**config.mk**
```make
export PLATFORM = sky130hd
export DESIGN_NAME = tone_capture
export DESIGN_NICKNAME = d
export VERILOG_FILES = /design/src/rtl/tone_capture.sv
export SDC_FILE = /design/constraint.sdc
export NUM_CORES = 1
export LEC_CHECK = 0
export ABC_CLOCK_PERIOD_IN_PS = 8000
export BUFFER_PORTS_ARGS = -buffer_cell sky130_fd_sc_hd__clkbuf_2
export CAP_MARGIN = 10
export CORE_MARGIN = 2
export CORE_UTILIZATION = 58
export CTS_CLUSTER_SIZE = 28
export DETAILED_ROUTE_END_ITERATION = 8
export PLACE_DENSITY_LB_ADDON = 0.25
export SLEW_MARGIN = 20
export SYNTH_ARGS = -nofsm -noshare
export SYNTH_HDL_FRONTEND = slang
export SYNTH_SLANG_ARGS = --single-unit
```
**constraint.sdc**
```tcl
create_clock -name clk -period 8 [get_ports clk]
set_input_delay 0.8 -clock clk [delete_from_list [all_inputs] [get_ports clk]]
set_output_delay 0.8 -clock clk [all_outputs]
set_load 0.02 [all_outputs]
```
**src/rtl/tone_capture.sv**
```systemverilog
// tone_capture: segments a square-wave audio line into tone/rest events (period in cycles, duration in ms)
// Ports:
//   clk, reset            system clock, asynchronous active-high reset
//   enable                capture enable; dropping it closes the open segment
//   audio_in              asynchronous square-wave input
//   clear_ovf             clears the sticky overflow flag
//   evt_valid, evt_ready  event FIFO head handshake
//   evt_rest              1 = rest event, 0 = tone event
//   evt_period            tone period in cycles (0 for rest)
//   evt_dur_ms            event duration in ms, saturating
//   overflow              sticky: an event was dropped on a full FIFO
module tone_capture #(
    parameter int CLK_HZ      = 50_000_000,
    parameter int PERIOD_W    = 24,
    parameter int SILENCE_CYC = 200_000,
    parameter int TOL_CYC     = 2_000,
    parameter int FIFO_DEPTH  = 4
) (
    input  logic                clk,
    input  logic                reset,
    input  logic                enable,
    input  logic                audio_in,
    input  logic                clear_ovf,
    output logic                evt_valid,
    input  logic                evt_ready,
    output logic                evt_rest,
    output logic [PERIOD_W-1:0] evt_period,
    output logic [15:0]         evt_dur_ms,
    output logic                overflow
);
    localparam int DIV   = CLK_HZ / 1000;
    localparam int PRE_W = $clog2(DIV + 1);
    localparam int AW    = (FIFO_DEPTH > 1) ? $clog2(FIFO_DEPTH) : 1;

    typedef enum logic [2:0] {S_OFF, S_SYNC, S_LOCK, S_TONE, S_REST} state_t;

    state_t              state_q, state_d;
    logic [2:0]          sync_q;
    logic [PRE_W-1:0]    pre_q;
    logic [31:0]         ms_q, seg_q, seg_d, last_q, last_d, span;
    logic [PERIOD_W-1:0] cnt_q, ref_q, ref_d, push_per;
    logic [PERIOD_W:0]   diff, adiff;
    logic [15:0]         dur;
    logic                tick, rise, timeout, off_tol;
    logic                push, push_rest, pop, full, wr_en, drop;
    logic [AW-1:0]       wr_q, rd_q;
    logic [AW:0]         fill_q;
    logic                rest_m [FIFO_DEPTH];
    logic [PERIOD_W-1:0] per_m  [FIFO_DEPTH];
    logic [15:0]         dur_m  [FIFO_DEPTH];

    // sync_q[1] is the synchronized line, sync_q[2] its previous value
    assign rise    = sync_q[1] & ~sync_q[2];
    assign tick    = pre_q == PRE_W'(DIV - 1);
    assign timeout = cnt_q == PERIOD_W'(SILENCE_CYC);
    assign diff    = {1'b0, cnt_q} - {1'b0, ref_q};
    assign adiff   = diff[PERIOD_W] ? -diff : diff;
    assign off_tol = adiff > (PERIOD_W + 1)'(TOL_CYC);
    assign dur     = |span[31:16] ? 16'hFFFF : span[15:0];

    // enable low is tested first in every active state so it dominates edges and timeouts
    always_comb begin
        state_d   = state_q;
        seg_d     = seg_q;
        last_d    = last_q;
        ref_d     = ref_q;
        push      = 1'b0;
        push_rest = 1'b0;
        push_per  = ref_q;
        span      = last_q - seg_q;
        case (state_q)
            S_OFF: state_d = enable ? S_SYNC : S_OFF;
            S_SYNC: begin
                if (!enable) begin
                    state_d = S_OFF;
                end else if (rise) begin
                    seg_d   = ms_q;
                    state_d = S_LOCK;
                end
            end
            S_LOCK: begin
                if (!enable) begin
                    state_d = S_OFF;
                end else if (rise) begin
                    ref_d   = cnt_q;
                    last_d  = ms_q;
                    state_d = S_TONE;
                end else if (timeout) begin
                    state_d = S_REST;
                end
            end
            S_TONE: begin
                if (!enable) begin
                    push    = 1'b1;
                    state_d = S_OFF;
                end else if (rise) begin
                    push   = off_tol;
                    seg_d  = off_tol ? last_q : seg_q;
                    ref_d  = off_tol ? cnt_q : ref_q;
                    last_d = ms_q;
                end else if (timeout) begin
                    push    = 1'b1;
                    seg_d   = last_q;
                    state_d = S_REST;
                end
            end
            S_REST: begin
                push_rest = 1'b1;
                push_per  = '0;
                span      = ms_q - seg_q;
                if (!enable) begin
                    push    = 1'b1;
                    state_d = S_OFF;
                end else if (rise) begin
                    push    = 1'b1;
                    seg_d   = ms_q;
                    state_d = S_LOCK;
                end
            end
            default: state_d = S_OFF;
        endcase
    end

    assign pop   = evt_valid & evt_ready;
    assign full  = fill_q == (AW + 1)'(FIFO_DEPTH);
    assign wr_en = push & (dur != 16'd0) & (~full | pop);
    assign drop  = push & (dur != 16'd0) & full & ~pop;

    // the period counter loads 1 on an edge so that at the next edge it holds the edge spacing
    always_ff @(posedge clk or posedge reset) begin
        if (reset) begin
            sync_q  <= '0;
            pre_q   <= '0;
            ms_q    <= '0;
            cnt_q   <= '0;
            state_q <= S_OFF;
            seg_q   <= '0;
            last_q  <= '0;
            ref_q   <= '0;
            wr_q    <= '0;
            rd_q    <= '0;
            fill_q  <= '0;
            overflow <= 1'b0;
        end else begin
            sync_q  <= {sync_q[1:0], audio_in};
            pre_q   <= tick ? '0 : pre_q + 1'b1;
            ms_q    <= ms_q + {31'd0, tick};
            cnt_q   <= rise ? PERIOD_W'(1) : (&cnt_q ? cnt_q : cnt_q + 1'b1);
            state_q <= state_d;
            seg_q   <= seg_d;
            last_q  <= last_d;
            ref_q   <= ref_d;
            wr_q    <= wr_en ? wr_q + 1'b1 : wr_q;
            rd_q    <= pop ? rd_q + 1'b1 : rd_q;
            fill_q  <= fill_q + (AW + 1)'(wr_en) - (AW + 1)'(pop);
            overflow <= drop | (overflow & ~clear_ovf);
        end
    end

    always_ff @(posedge clk) begin
        if (wr_en) begin
            rest_m[wr_q] <= push_rest;
            per_m[wr_q]  <= push_per;
            dur_m[wr_q]  <= dur;
        end
    end

    // head fields are gated so every output reads zero while the FIFO is empty or in reset
    assign evt_valid  = fill_q != '0;
    assign evt_rest   = evt_valid & rest_m[rd_q];
    assign evt_period = evt_valid ? per_m[rd_q] : '0;
    assign evt_dur_ms = evt_valid ? dur_m[rd_q] : '0;
endmodule

```
# --- After elaboration in Yosys (flattened, before gate mapping) ---
# Memories as Yosys holds them, arrays and structs flattened.
# Index checks and enable logic that the tools add are counted.
word_totals:
  ff_bits: 174
  ramBits: 164
  input_bits: 6
  out_inout_bits: 43
  elab_cells: 113
  memories: 3
mem_list:
  columns: ["memory", "depth", "width", "read_ports", "rd_clocked_by_memory_dff", "write_ports", "line_no", "rtl"]
  rows:
  - ["per_m", 4, 24, 1, 0, 1, "49", "logic [PERIOD_W-1:0] per_m [FIFO_DEPTH];"]
  - ["dur_m", 4, 16, 1, 0, 1, "50", "logic [15:0] dur_m [FIFO_DEPTH];"]
  - ["rest_m", 4, 1, 1, 0, 1, "48", "logic rest_m [FIFO_DEPTH];"]
op_classes:
  n_addsub: 11
  order_cmp: 1
  n_eq_ne: 19
  mux: 40
  bitwise_logic: 14
  n_reduce_logical: 13
ops:
  columns: ["op", "n"]
  rows:
  - ["2-to-1 mux 32 bit", 7]
  - ["2-to-1 mux 24 bit", 9]
  - ["case mux 32 bit (2 select lines)", 1]
  - ["subtractor 32 bit", 2]
  - ["2-to-1 mux 16 bit", 3]
  - ["case mux 24 bit (2 select lines)", 1]
  - ["adder 32 x 1 -> 32 bit", 1]
  - ["> comparator 25 x 11 -> 1 bit, second input constant", 1]
  - ["2-to-1 mux 25 bit", 1]
  - ["negator 25 bit", 1]
  - ["subtractor 24 x 24 -> 25 bit", 1]
  - ["adder 24 x 1 -> 24 bit, second input constant", 1]
  - ["== test 24 x 18 -> 1 bit, second input constant", 1]
  - ["AND reduction 24 bit", 1]
  - ["2-to-1 mux 3 bit", 7]
  - ["adder 16 x 1 -> 16 bit, second input constant", 1]
  - ["== test 16 bit, second input constant", 1]
  - ["nonzero test 16 bit", 1]
  - ["OR reduction 16 bit", 1]
  - ["inequality test 2 bit, second input constant", 6]
  - ["case mux 3 bit (4 select lines)", 1]
  - ["AND reduction 6 bit", 2]
  - ["2-to-1 mux 1 bit", 9]
  - ["inequality test 3 bit, second input constant", 3]
  - ["other kinds (18)", 35]

# --- Depth between registers and ports, before layout ---
# Gate-level depths: netlist of run 1.
logic_depth:
  depth_word: 11
  ltp_mapped: 23
  mapped_depth_nobuf: 21

# --- Worst setup path after synthesis of run 1 ---
# No wires, ideal clock.
synth_path:
  path_type: "reg2reg"
  start: "register state_q[0]"
  end: "memory dur_m[0][0], enable pin"
  t_arrival_ps: 5441
  required_time_ps: 7598
  path_slack_ps: 2156
  stages_incl_launch_ff: 18
  n_path_buf: 2
  period_less_slack_ps: 5844
  cell_sequence: "dfrtp_1 clkbuf_1 nor3b_2 clkbuf_1 mux2_2 fa_1 a21o_1 a221oi_1 a211oi_1 a211oi_2 a211oi_1 nor3_1 mux2_2 o31ai_1 nor4_4 a41oi_1 o211a_1 and2_1"
synth_between:
  elab_chain_cells: 9
  word_cells_on_any_way: 11
  cone_classes: "2 x eq/ne; 5 x mux; 2 x bitwise; 2 x reduce/logical"
synth_lines:
  columns: ["item", "line_no", "rtl"]
  rows:
  - ["start: declaration", "37", "state_t state_q, state_d;"]
  - ["start signal: assignment", "149", "state_q <= state_d;"]
  - ["== test 3 bit", "71", "case (state_q)"]
  - ["2-to-1 mux 32 bit", "71", null]
  - ["OR reduction 16 bit", "59", "assign dur = |span[31:16] ? 16'hFFFF : span[15:0];"]
  - ["2-to-1 mux 16 bit", "59", null]
  - ["nonzero test 16 bit", "126", "assign wr_en = push & (dur != 16'd0) & (~full | pop);"]
  - ["AND 1 bit * (2 in a row)", "126", null]
  - ["named net wr_en", "45", "logic push, push_rest, pop, full, wr_en, drop;"]
  - ["2-to-1 mux 1 bit *", "161", "if (wr_en) begin"]
  - ["2-to-1 mux 1 bit (not written as such) *", "164", "dur_m[wr_q] <= dur;"]
  - ["end: declaration", "50", null]
# The timed path passes the listed nets; every way through them passes the cells marked *.

# --- Worst setup path in the final report of run 1 ---
layout_path:
  start: "register state_q[2]"
  end: "memory per_m[0][18], enable pin"
layout_between:
  elab_chain_cells: 9
  word_cells_on_any_way: 11
  cone_classes: "2 x eq/ne; 5 x mux; 2 x bitwise; 2 x reduce/logical"
layout_lines:
  columns: ["item", "line_no", "rtl"]
  rows:
  - ["== test 3 bit", "71", null]
  - ["2-to-1 mux 32 bit", "71", null]
  - ["OR reduction 16 bit", "59", null]
  - ["2-to-1 mux 16 bit", "59", null]
  - ["nonzero test 16 bit", "126", null]
  - ["AND 1 bit * (2 in a row)", "126", null]
  - ["named net wr_en", "45", null]
  - ["2-to-1 mux 1 bit *", "161", null]
  - ["2-to-1 mux 1 bit (not written as such) *", "163", "per_m[wr_q] <= push_per;"]
  - ["end: declaration", "49", null]
# Marks and branches as above.

==> results.json, run 1 <==
{
  "gp_congestion": 0.874,
  "rsz0062_at_grt": "no",
  "cts-htree-levels": 2,
  "slew_headroom_pct": 28.8,
  "reg2regPathDepth": 15,
  "worst_ep_required_time_ps": 8140,
  "syn_area_mm2": 0.0188,
  "hold_buffers": 0,
  "crit_slowest_cell": "nor4_4",
  "clk_latency_ps": 540,
  "peakVddDrop_mv": 0.162,
  "grt_overflow_total": 0,
  "multi_input_area_mm2": 0.00896,
  "grt_pass1_vias": 12500,
  "grt_antenna_before_repair": 1,
  "initial_utilization_pct": 59.3,
  "critPathTopFamily": "compound AO/OA/AOI/OAI gates",
  "grt_max_degree": 65,
  "port_buffers": 48,
  "mostFrequentLayoutCells": "dfrtp_1 (172), edfxtp_1 (164), nor2_1 (113), nand2_1 (103), inv_1 (80)",
  "crit_path_max_incr_delay_ps": 810,
  "final.min_clock_period_ps": 6600,
  "final_max_slew_viol_count": 0,
  "r2r-end": "per_m[0][18]$_DFFE_PP_",
  "internal_power_mw": 3.61,
  "ios": 49,
  "start_kind": "register",
  "use_met2_pct": 40.3,
  "cp.depth": 15,
  "startpoint": "state_q[2]$_DFFE_PP0P_",
  "worst_slack_ps": 1400,
  "pwr_density_cell_mw_per_mm2": 277,
  "post-cts-setup-buffers": 0,
  "clock_skew_ps": 23.2,
  "drive_above_1_share_pct": 17.1,
  "syn_to_final_growth_pct": 8.77,
  "yosys.cell_types.count": 96,
  "drc_errors": 0,
  "die-area_mm2": 0.0339,
  "dp_hpwl_um": 27700,
  "cts-buffers-inserted": 35,
  "p_sw_share_pct": 36.4,
  "endpoint": "per_m[0][18]$_DFFE_PP_",
  "layoutNonFillerInstCount": 2073,
  "hold_viol": 0,
  "yosysSeqAreaShare_pct": 49.3,
  "final_common_cell": "dfrtp_1",
  "avgRoutedWirePerCell_um": 19.6,
  "synth-edff-count": 164,
  "fp.dieW_um": 184,
  "cts_tree": "yes",
  "clock_tree.buffer_depth": 3,
  "vias_per_cell": 6.08,
  "groute.usage.overall_pct": 24.5,
  "status": "finished clean",
  "power_frac_clock_pct": 27.2,
  "top_usage_layer": "met2",
  "worstPathArrival_ps": 6740,
  "worstReg2RegStart": "state_q[2]$_DFFE_PP0P_",
  "power_frac_seq_pct": 34.9,
  "crit_path_end_kind": "register",
  "ys_ff_latch": 338,
  "drt_iter0_markers": 1053,
  "timing.fmax_mhz": 152,
  "synth_nets": 1688,
  "worstHoldPathType": "in2async",
  "root_buffer": "clkbuf_16",
  "fin_nets": 1722,
  "first_pass_iters": 7,
  "cp_cell_sequence": "nor3b_4 -> mux2_2 -> ha_1 -> a211oi_1 -> o211ai_1 -> a221oi_1 -> o211ai_1 -> a2111oi_1 -> nor2_1 -> a211o_1 -> a211o_1 -> nor4_4 -> a41oi_1 -> o211a_1 -> and2_2",
  "fillerInstances": 2475,
  "postSynthCellCount": 1612,
  "cp.buffers_inverters": 0,
  "yosys_warnings": 0,
  "clkTransAtPathRegs_ps": 60,
  "grtUsageMet1_pct": 34.0,
  "seq_area_mm2": 0.00928,
  "finalCritPeriodShare_pct": 82.5,
  "dp_cells": 2011,
  "avgSynthCellArea_um2": 11.7,
  "async_flop_share_pct": 51.5,
  "cp_max_fo": 41,
  "vias": 12600,
  "clock_sinks": 338,
  "ctsResizeCount": 0,
  "rows": 65,
  "p_leak_nw": 8.43,
  "synth_flop_cell": "dfrtp_1",
  "drv_cap": 0,
  "worstMarginPinSlew_ps": 1070,
  "gr-usage-met3_pct": 3.38,
  "wirelength_um": 40700,
  "dp_slack_ps": 1320,
  "combPwrFrac_pct": 38.0,
  "p_switching_mw": 2.07,
  "r2r_slack_ps": 1400,
  "grt_pass1_wl_um": 65600,
  "floorplan.die.height_um": 184,
  "fin_setup_tns_ps": 0,
  "setup-violations-final": 0,
  "criticalPathCategory": "reg2reg",
  "drtAntennaViolNets": 0,
  "core_mm2": 0.0317
}
## cell type report
type	count	area share [%]
Clock inverter	10	0.459
Sequential cell	338	45.4
Inverter	81	1.51
Timing Repair Buffer	59	1.58
Multi-Input combinational cell	1131	43.8
Antenna cell	1	0.0122
Tap cell	402	2.46
Clock buffer	51	4.82
## synth_stat cells, types with 5 or more instances
master     number  area share (%)
dfrtp_1       174              23
edfxtp_1      164              26
nor2_1        114             2.3
nand2_1       103             2.1
inv_1          81             1.6
mux2_2         71             4.3
ha_1           67             4.5
mux2i_1        66             3.5
a21oi_1        60             1.6
xnor2_1        60             2.8
and2_1         52             1.7
nand3_1        50             1.3
clkbuf_1       48            0.96
o21ai_0        48             1.3
xor2_1         45             2.1
mux4_2         41             4.9
nand4_1        31             1.0
nor3_1         27            0.72
and3_1         24            0.80
a21o_1         19            0.76
mux2_4         19             1.5
nor2b_1        18            0.60
nand2b_1       15            0.50
o211ai_1       13            0.52
a211oi_1       11            0.44
a31oi_1        10            0.33
nor4_1         10            0.33
or3_1          10            0.33
a21boi_0        9            0.36
nand3b_1        9            0.36
a22oi_1         6            0.24
buf_1           6            0.12
o2111ai_1       6            0.28
o211a_1         6            0.32
or2_2           6            0.20
a211o_1         5            0.23
and4_1          5            0.23
o21bai_1        5            0.20
## logic make-up (layout without fill, tap and decap cells)
family                   count (synthesis)  after routing  share of synthesized area (%)
AND/OR/NAND/NOR                        502            502                           14.0
flip-flops                             338            338                           49.3
AO/OA/AOI/OAI                          254            254                           9.39
multiplexers                           199            199                           14.3
buffers and inverters                  143            201                           3.21
XOR/XNOR                               106            106                           4.98
adder cells (fa/ha/maj)                 70             70                           4.78
other                                    0              1                              0
## worst min-delay path by stage
| stage | cells after the start | slack, ps | end |
|---|---|---|---|
| after global routing | 2 | 360 | pre_q[12]$_DFF_PP0_ |
| after detailed placement | 0 | 350 | sync_q[1]$_DFF_PP0_ |
| after floorplan | 0 | 330 | sync_q[1]$_DFF_PP0_ |
| final | 2 | 310 | pre_q[7]$_DFF_PP0_ |
| after CTS | 2 | 330 | pre_q[12]$_DFF_PP0_ |
| after global placement | 0 | 330 | sync_q[1]$_DFF_PP0_ |
## state kept, by name (all words and copies together), names as in the netlist
register,flops
ref_q,24
last_q,32
rd_q,2
wr_q,2
state_q,3
ms_q,32
seg_q,32
rest_m,4
fill_q,3
per_m,96
overflow,1
cnt_q,24
dur_m,64
pre_q,16
sync_q,3
## power groups by stage
stage	Sequential, mW	Combinational, mW	Clock [mW]
global placement	2.01	2.10	0
finish	1.98	2.16	1.54
global route	1.99	2.36	1.64
CTS	1.98	2.15	1.57
detailed placement	2.01	2.13	0
floorplan	1.94	1.72	0
## layer usage
metal / vias to the layer above / routed length (µm)
met2: 306 / 19200
met3: 66 / 1810
li1: 6006 / -
met4: 0 / 1020
met5: - / 0
met1: 6222 / 18600
## metrics by stage
stage                     power [mW]  hold slack, ps  instance area [µm²]  util (%)
after global placement          4.11             334                19400      61.1
final                           5.68             312                20500      64.5
after detailed placement        4.14             350                19400      61.1
after global routing            5.99             359                20500      64.5
after CTS                       5.69             334                20500      64.5
after floorplan                 3.66             331                18800         -
(Power assumes the default switching activity.)
==> run 2, diff against run 1 <==
ABC_AREA = 1   (was not set)
ABC_CLOCK_PERIOD_IN_PS = 6550   (was 8000)
clock period = 6.55 ns   (was 8 ns; I/O delays follow)
==> run 2 against run 1 <==
Net effect:
- first-iteration DRC count is 21% higher
- critical path depth up 11
- synthesized cell count up 47%
- cell area is 3.9% higher
- count of clock-buffer cells in the layout down 7
- sequential share of layout area fell by 1.7 points
- clock skew is 8.9 ps higher
- synthesized area increased by 2.9%
- global-route usage rose by 1.4 points
- non-clock buffer count rose by 8
- critical endpoint is now fill_q[2]$_DFF_PP0_
==> results.json, run 2 <==
{
  "worstPathArrival_ps": 5960,
  "peakVddDrop_mv": 0.331,
  "ys_ff_latch": 338,
  "syn_area_mm2": 0.0194,
  "crit_path_end_kind": "register",
  "start_kind": "register",
  "diodes": 0,
  "grt_antenna_before_repair": 0,
  "worstHoldPathType": "in2async",
  "root_buffer": "clkbuf_16",
  "synth_flop_cell": "dfrtp_1",
  "p_total_mw": 9.02,
  "vias_per_cell": 5.55,
  "postSynthCellCount": 2371,
  "clock_tree.buffer_depth": 3,
  "drc_errors": 0,
  "fp.dieW_um": 187,
  "clock_sinks": 338,
  "synth-edff-count": 164,
  "status": "finished clean",
  "ctsResizeCount": 0,
  "async_flop_share_pct": 51.5,
  "grt_overflow_total": 0,
  "finalCritPeriodShare_pct": 84.1,
  "dp_hpwl_um": 32000,
  "hold_buffers": 0,
  "utilization_pct": 65.0,
  "port_buffers": 48,
  "drv_cap": 0,
  "wirelength_um": 44800,
  "gp_congestion": 0.944,
  "cts_tree": "yes",
  "core_mm2": 0.0327,
  "top_register": "per_m",
  "drtAntennaViolNets": 0,
  "setup-violations-final": 0,
  "pwr_density_cell_mw_per_mm2": 424,
  "avgSynthCellArea_um2": 8.17,
  "first_pass_iters": 5,
  "worst_ep_required_time_ps": 7000,
  "synth_top_area_share_pct": 25.4,
  "grt_max_degree": 83,
  "yosysSeqAreaShare_pct": 47.9,
  "clkTransAtPathRegs_ps": 60,
  "drive_above_1_share_pct": 10.2,
  "cp_max_fo": 41,
  "avgRoutedWirePerCell_um": 15.6,
  "yosys-top-cells-count": "nand2_1 (465), nor2_1 (338), inv_1 (282), o21ai_0 (242), dfrtp_1 (174)",
  "final_max_slew_viol_count": 0,
  "groute.usage.overall_pct": 25.9,
  "synth_most_common_cell": "nand2_1",
  "cts-htree-levels": 2,
  "largest_registers": "per_m (96), dur_m (64)",
  "p_leak_nw": 9.38,
  "slew_headroom_pct": 43.6,
  "synth.area.top_cells": "edfxtp_1 (25%), dfrtp_1 (22%), nand2_1 (9.0%)",
  "yosys.cell_types.count": 60,
  "rsz0062_at_grt": "no",
  "clock_skew_ps": 32.1,
  "initial_utilization_pct": 59.2,
  "grt_pass1_vias": 15100,
  "hold_viol": 0,
  "synth_nets": 2447,
  "final_common_cell": "nand2_1",
  "syn_to_final_growth_pct": 9.81,
  "final.min_clock_period_ps": 5510,
  "post-cts-setup-buffers": 0,
  "fin_nets": 2485,
  "criticalPathCategory": "reg2reg",
  "fin_setup_tns_ps": 0,
  "ios": 49,
  "yosys_warnings": 0,
  "worstMarginPinSlew_ps": 844,
  "drt_iter0_markers": 1276,
  "mostFrequentLayoutCells": "nand2_1 (462), nor2_1 (334), inv_1 (281), o21ai_0 (242), dfrtp_1 (173)",
  "die-area_mm2": 0.0349,
  "clk_latency_ps": 530,
  "vias": 16000,
  "timing.fmax_mhz": 182,
  "largest_reg_flops": 96,
  "cts-buffers-inserted": 36,
  "rows": 66,
  "yosysTopAreaCell": "edfxtp_1",
  "floorplan.die.height_um": 187,
  "grt_pass1_wl_um": 75100
}
-- run 2: path summary, 6_finish.rpt --
path	start	to	slack [ps]	cells past startpoint
setup / recovery	state_q[0]$_DFFE_PP0P_	fill_q[2]$_DFF_PP0_	1040	26
hold / removal	reset	last_q[30]$_DFFE_PP0P_	190	2
setup reg to reg	state_q[0]$_DFFE_PP0P_	fill_q[2]$_DFF_PP0_	1040	26
hold reg to reg	sync_q[0]$_DFF_PP0_	sync_q[1]$_DFF_PP0_	350	0
max in group asynchronous	reset	cnt_q[11]$_DFFE_PP0P_	5210	3
min in group clk	audio_in	sync_q[0]$_DFF_PP0_	250	1
-- run 2: layout make-up --
type                       instances  area [µm²]
timing repair buffer              67         395
fill                            2745       11400
clock inverter                    21         275
clock buffer                      44         971
inverter                         298        1120
tap                              442         553
multi-input combinational       1668        8660
sequential                       338        9280
-- run 2: cell families (layout without fill, tap and decap cells) --
| group | after synthesis | after routing | synth area share (%) |
|---|---|---|---|
| AO/OA/AOI/OAI | 450 | 450 | 12.8 |
| adder cells (fa/ha/maj) | 70 | 70 | 4.64 |
| AND/OR/NAND/NOR | 1081 | 1081 | 24.1 |
| buffers and inverters | 365 | 430 | 7.55 |
| XOR/XNOR | 67 | 67 | 3.03 |
| flip-flops | 338 | 338 | 47.9 |
-- run 2: layer usage --
metal / track usage [%] / vias up / share of wire (%)
met5: 0 / - / 0
li1: - / 7916 / -
met2: 41.7 / 464 / 46
met3: 3.82 / 60 / 6.2
met1: 37.3 / 7545 / 46
met4: 5.92 / 0 / 1.6
-- run 2: power by group --
group,total (mW),internal (mW),switching (mW)
sequential,2.52,2.41,0.106
clock,2.13,1.30,0.834
combinational,4.37,1.34,3.03
-- run 2: per-stage QoR --
step | cells | worst slack [ps] | area, µm² | hold WS [ps]
finish | 2878 | 1040 | 21300 | 193
global route | 2878 | 464 | 21300 | 234
CTS | 2878 | 1030 | 21300 | 204
detailed placement | 2813 | 1020 | 20000 | 336
global placement | 2812 | 1240 | 20000 | 335
floorplan | 2371 | 1040 | 19400 | 331
-- run 2: worst max-delay path, cell delays in order (launching register included) --
cell and delay, ps:
dfrtp_1 420, nor2_1 210, nand2_2 420, o21ai_0 320
ha_1 210, inv_1 90, fa_1 400, inv_1 90
nor3_1 50, nor2_1 250, inv_1 70, a21oi_1 230
o21ai_0 200, xor2_1 200, nor3_1 210, nand2_1 70
nor2_1 100, nand4_1 130, nor3_4 340, nand4_1 290
nand3_2 310, inv_1 80, ha_1 200, inv_1 70
fa_1 180, xnor2_1 130, xor2_1 150
==> run 3, diff against run 2 <==
ABC_AREA = 0   (was 1)
ABC_CLOCK_PERIOD_IN_PS = 5450   (was 6550)
clock period = 5.45 ns   (was 6.55 ns; I/O delays follow)
==> run 3 against run 2 <==
Net effect:
- sequential power rose by 16%
- critical path depth is 8 lower
- combinational power down 25%
- non-clock buffer count increased by 26
- hold slack worse by 120 ps
- cell count decreased by 27%
- clock power rose by 12%
- cell area is 1.8% lower
- total power is 4.7% lower
- flip-flop and latch count unchanged
- first-iteration DRC count decreased by 22%
- critical path type unchanged
- critical endpoint is now per_m[1][12]$_DFFE_PP_
==> results.json, run 3 (same netlist as run 1, synthesis figures left out) <==
{
  "status": "finished clean",
  "ios": 49,
  "dp_hpwl_um": 28800,
  "multi_input_area_mm2": 0.00899,
  "fin_nets": 1756,
  "start_kind": "register",
  "r2r_slack_ps": 360,
  "worstMarginPinSlew_ps": 1050,
  "groute.usage.overall_pct": 25.3,
  "drt_iter0_markers": 997,
  "hold_viol": 0,
  "cp_max_fo": 27,
  "syn_to_final_growth_pct": 11.0,
  "die-area_mm2": 0.0339,
  "worstHoldPathType": "in2async",
  "clock_skew_ps": 24.3,
  "cts-htree-levels": 2,
  "grt_pass1_wl_um": 68200,
  "hold_ws_ps": 72.8,
  "crit_path_end_kind": "register",
  "worstReg2RegStart": "cnt_q[0]$_DFFE_PP0P_",
  "rsz0062_at_grt": "no",
  "fin_setup_tns_ps": 0,
  "drv_cap": 0,
  "grt_max_degree": 63,
  "grt_overflow_total": 0,
  "vias_per_cell": 6.08,
  "final_max_slew_viol_count": 0,
  "final_common_cell": "dfrtp_1",
  "cts_tree": "yes",
  "setup-violations-final": 0,
  "timing.fmax_mhz": 197,
  "rows": 65,
  "largest_reg_flops": 96,
  "clkTransAtPathRegs_ps": 60,
  "largest_registers": "per_m (96), dur_m (64)",
  "avgRoutedWirePerCell_um": 19.7,
  "wirelength_um": 41500,
  "peakVddDrop_mv": 0.276,
  "finalInstanceArea_mm2": 0.0209,
  "slew_headroom_pct": 30.1,
  "port_buffers": 48,
  "grt_antenna_before_repair": 1,
  "initial_utilization_pct": 59.3,
  "drtAntennaViolNets": 0,
  "final.min_clock_period_ps": 5090,
  "r2r-end": "per_m[1][12]$_DFFE_PP_",
  "hold_buffers": 0,
  "vias": 12800,
  "drc_errors": 0,
  "diodes": 0,
  "fillerInstances": 2394,
  "reg2regPathDepth": 18,
  "grt_pass1_vias": 13000,
  "utilization_pct": 65.8,
  "cts-buffers-inserted": 35,
  "root_buffer": "clkbuf_16",
  "mostFrequentLayoutCells": "dfrtp_1 (172), edfxtp_1 (164), nor2_1 (113), nand2_1 (103), inv_1 (80)",
  "dpl_cell_area_mm2": 0.0197,
  "p_leak_nw": 8.65,
  "worst_ep_required_time_ps": 5690,
  "core_mm2": 0.0317,
  "finalCritPeriodShare_pct": 93.4,
  "drive_above_1_share_pct": 19.5,
  "fp.dieW_um": 184,
  "gp_congestion": 0.911,
  "top_register": "per_m",
  "clock_sinks": 338,
  "floorplan.die.height_um": 184,
  "pwr_density_cell_mw_per_mm2": 411,
  "clock_tree.buffer_depth": 3,
  "criticalPathCategory": "reg2reg",
  "worstPathArrival_ps": 5330,
  "first_pass_iters": 6,
  "seq_area_mm2": 0.00928,
  "clk_latency_ps": 540
}
[run 3: metrics by stage]
| step | cells | setup WS [ps] | power, mW |
|---|---|---|---|
| 2_1_floorplan | 1612 | 24.8 | 5.36 |
| 3_3_place_gp | 2043 | 270 | 6.13 |
| 3_5_place_dp | 2043 | 128 | 6.18 |
| 4_1_cts | 2107 | 81.6 | 8.59 |
| 5_1_grt | 2109 | 48.8 | 9.08 |
| 6_report | 2109 | 362 | 8.59 |
[run 3: worst max-delay path by stage]
stage	from	endpoint	cells after the start
2_1_floorplan	state_q[0]$_DFFE_PP0P_	dur_m[0][0]$_DFFE_PP_	18
3_3_place_gp	state_q[0]$_DFFE_PP0P_	fill_q[1]$_DFF_PP0_	19
3_5_place_dp	state_q[0]$_DFFE_PP0P_	fill_q[2]$_DFF_PP0_	20
4_1_cts	state_q[0]$_DFFE_PP0P_	fill_q[2]$_DFF_PP0_	20
5_1_grt	cnt_q[0]$_DFFE_PP0P_	per_m[1][13]$_DFFE_PP_	18
6_report	cnt_q[0]$_DFFE_PP0P_	per_m[1][12]$_DFFE_PP_	18
[run 3: what timing repair did]
action	in CTS	in global routing
resized for setup	0	8
setup buffers	0	2
setup endpoints to repair	0	114
[run 3: power by group]
part           total, mW  internal [mW]  switching [mW]
registers           2.93           2.75           0.183
logic               3.26           1.35            1.90
clock network       2.39           1.38            1.02
total               8.59           5.48            3.10
[run 3: layer usage]
metal	track usage (%)	share of wire, %	vias to the layer above
li1	-	-	6068
met1	34.2	44	6364
met2	42.4	48	308
met3	4.07	5.0	75
met4	7.46	2.8	2
met5	0	0.031	-
[run 3: layout make-up]
class / count / share of cell area [%]
clock inverter: 19 / 1.02
timing repair buffer: 93 / 3.07
inverter: 81 / 1.48
clock buffer: 45 / 4.47
sequential: 338 / 44.5
multi-input combinational: 1131 / 43.1
tap: 402 / 2.41
[run 3: critical path, cell delays in order (launching register included)]
cell and delay, ps:
dfrtp_1 350, inv_1 70, ha_1 240, fa_1 430, nand2b_1 240, a21oi_1 260, xnor2_1 270, o211a_1 310
nand3_4 130, nor4_4 450, and2_1 250, or3b_1 370, a32oi_1 230, nand4_2 120, buf_4 190, o211a_2 280
buf_4 160, and2_2 200, buf_4 260
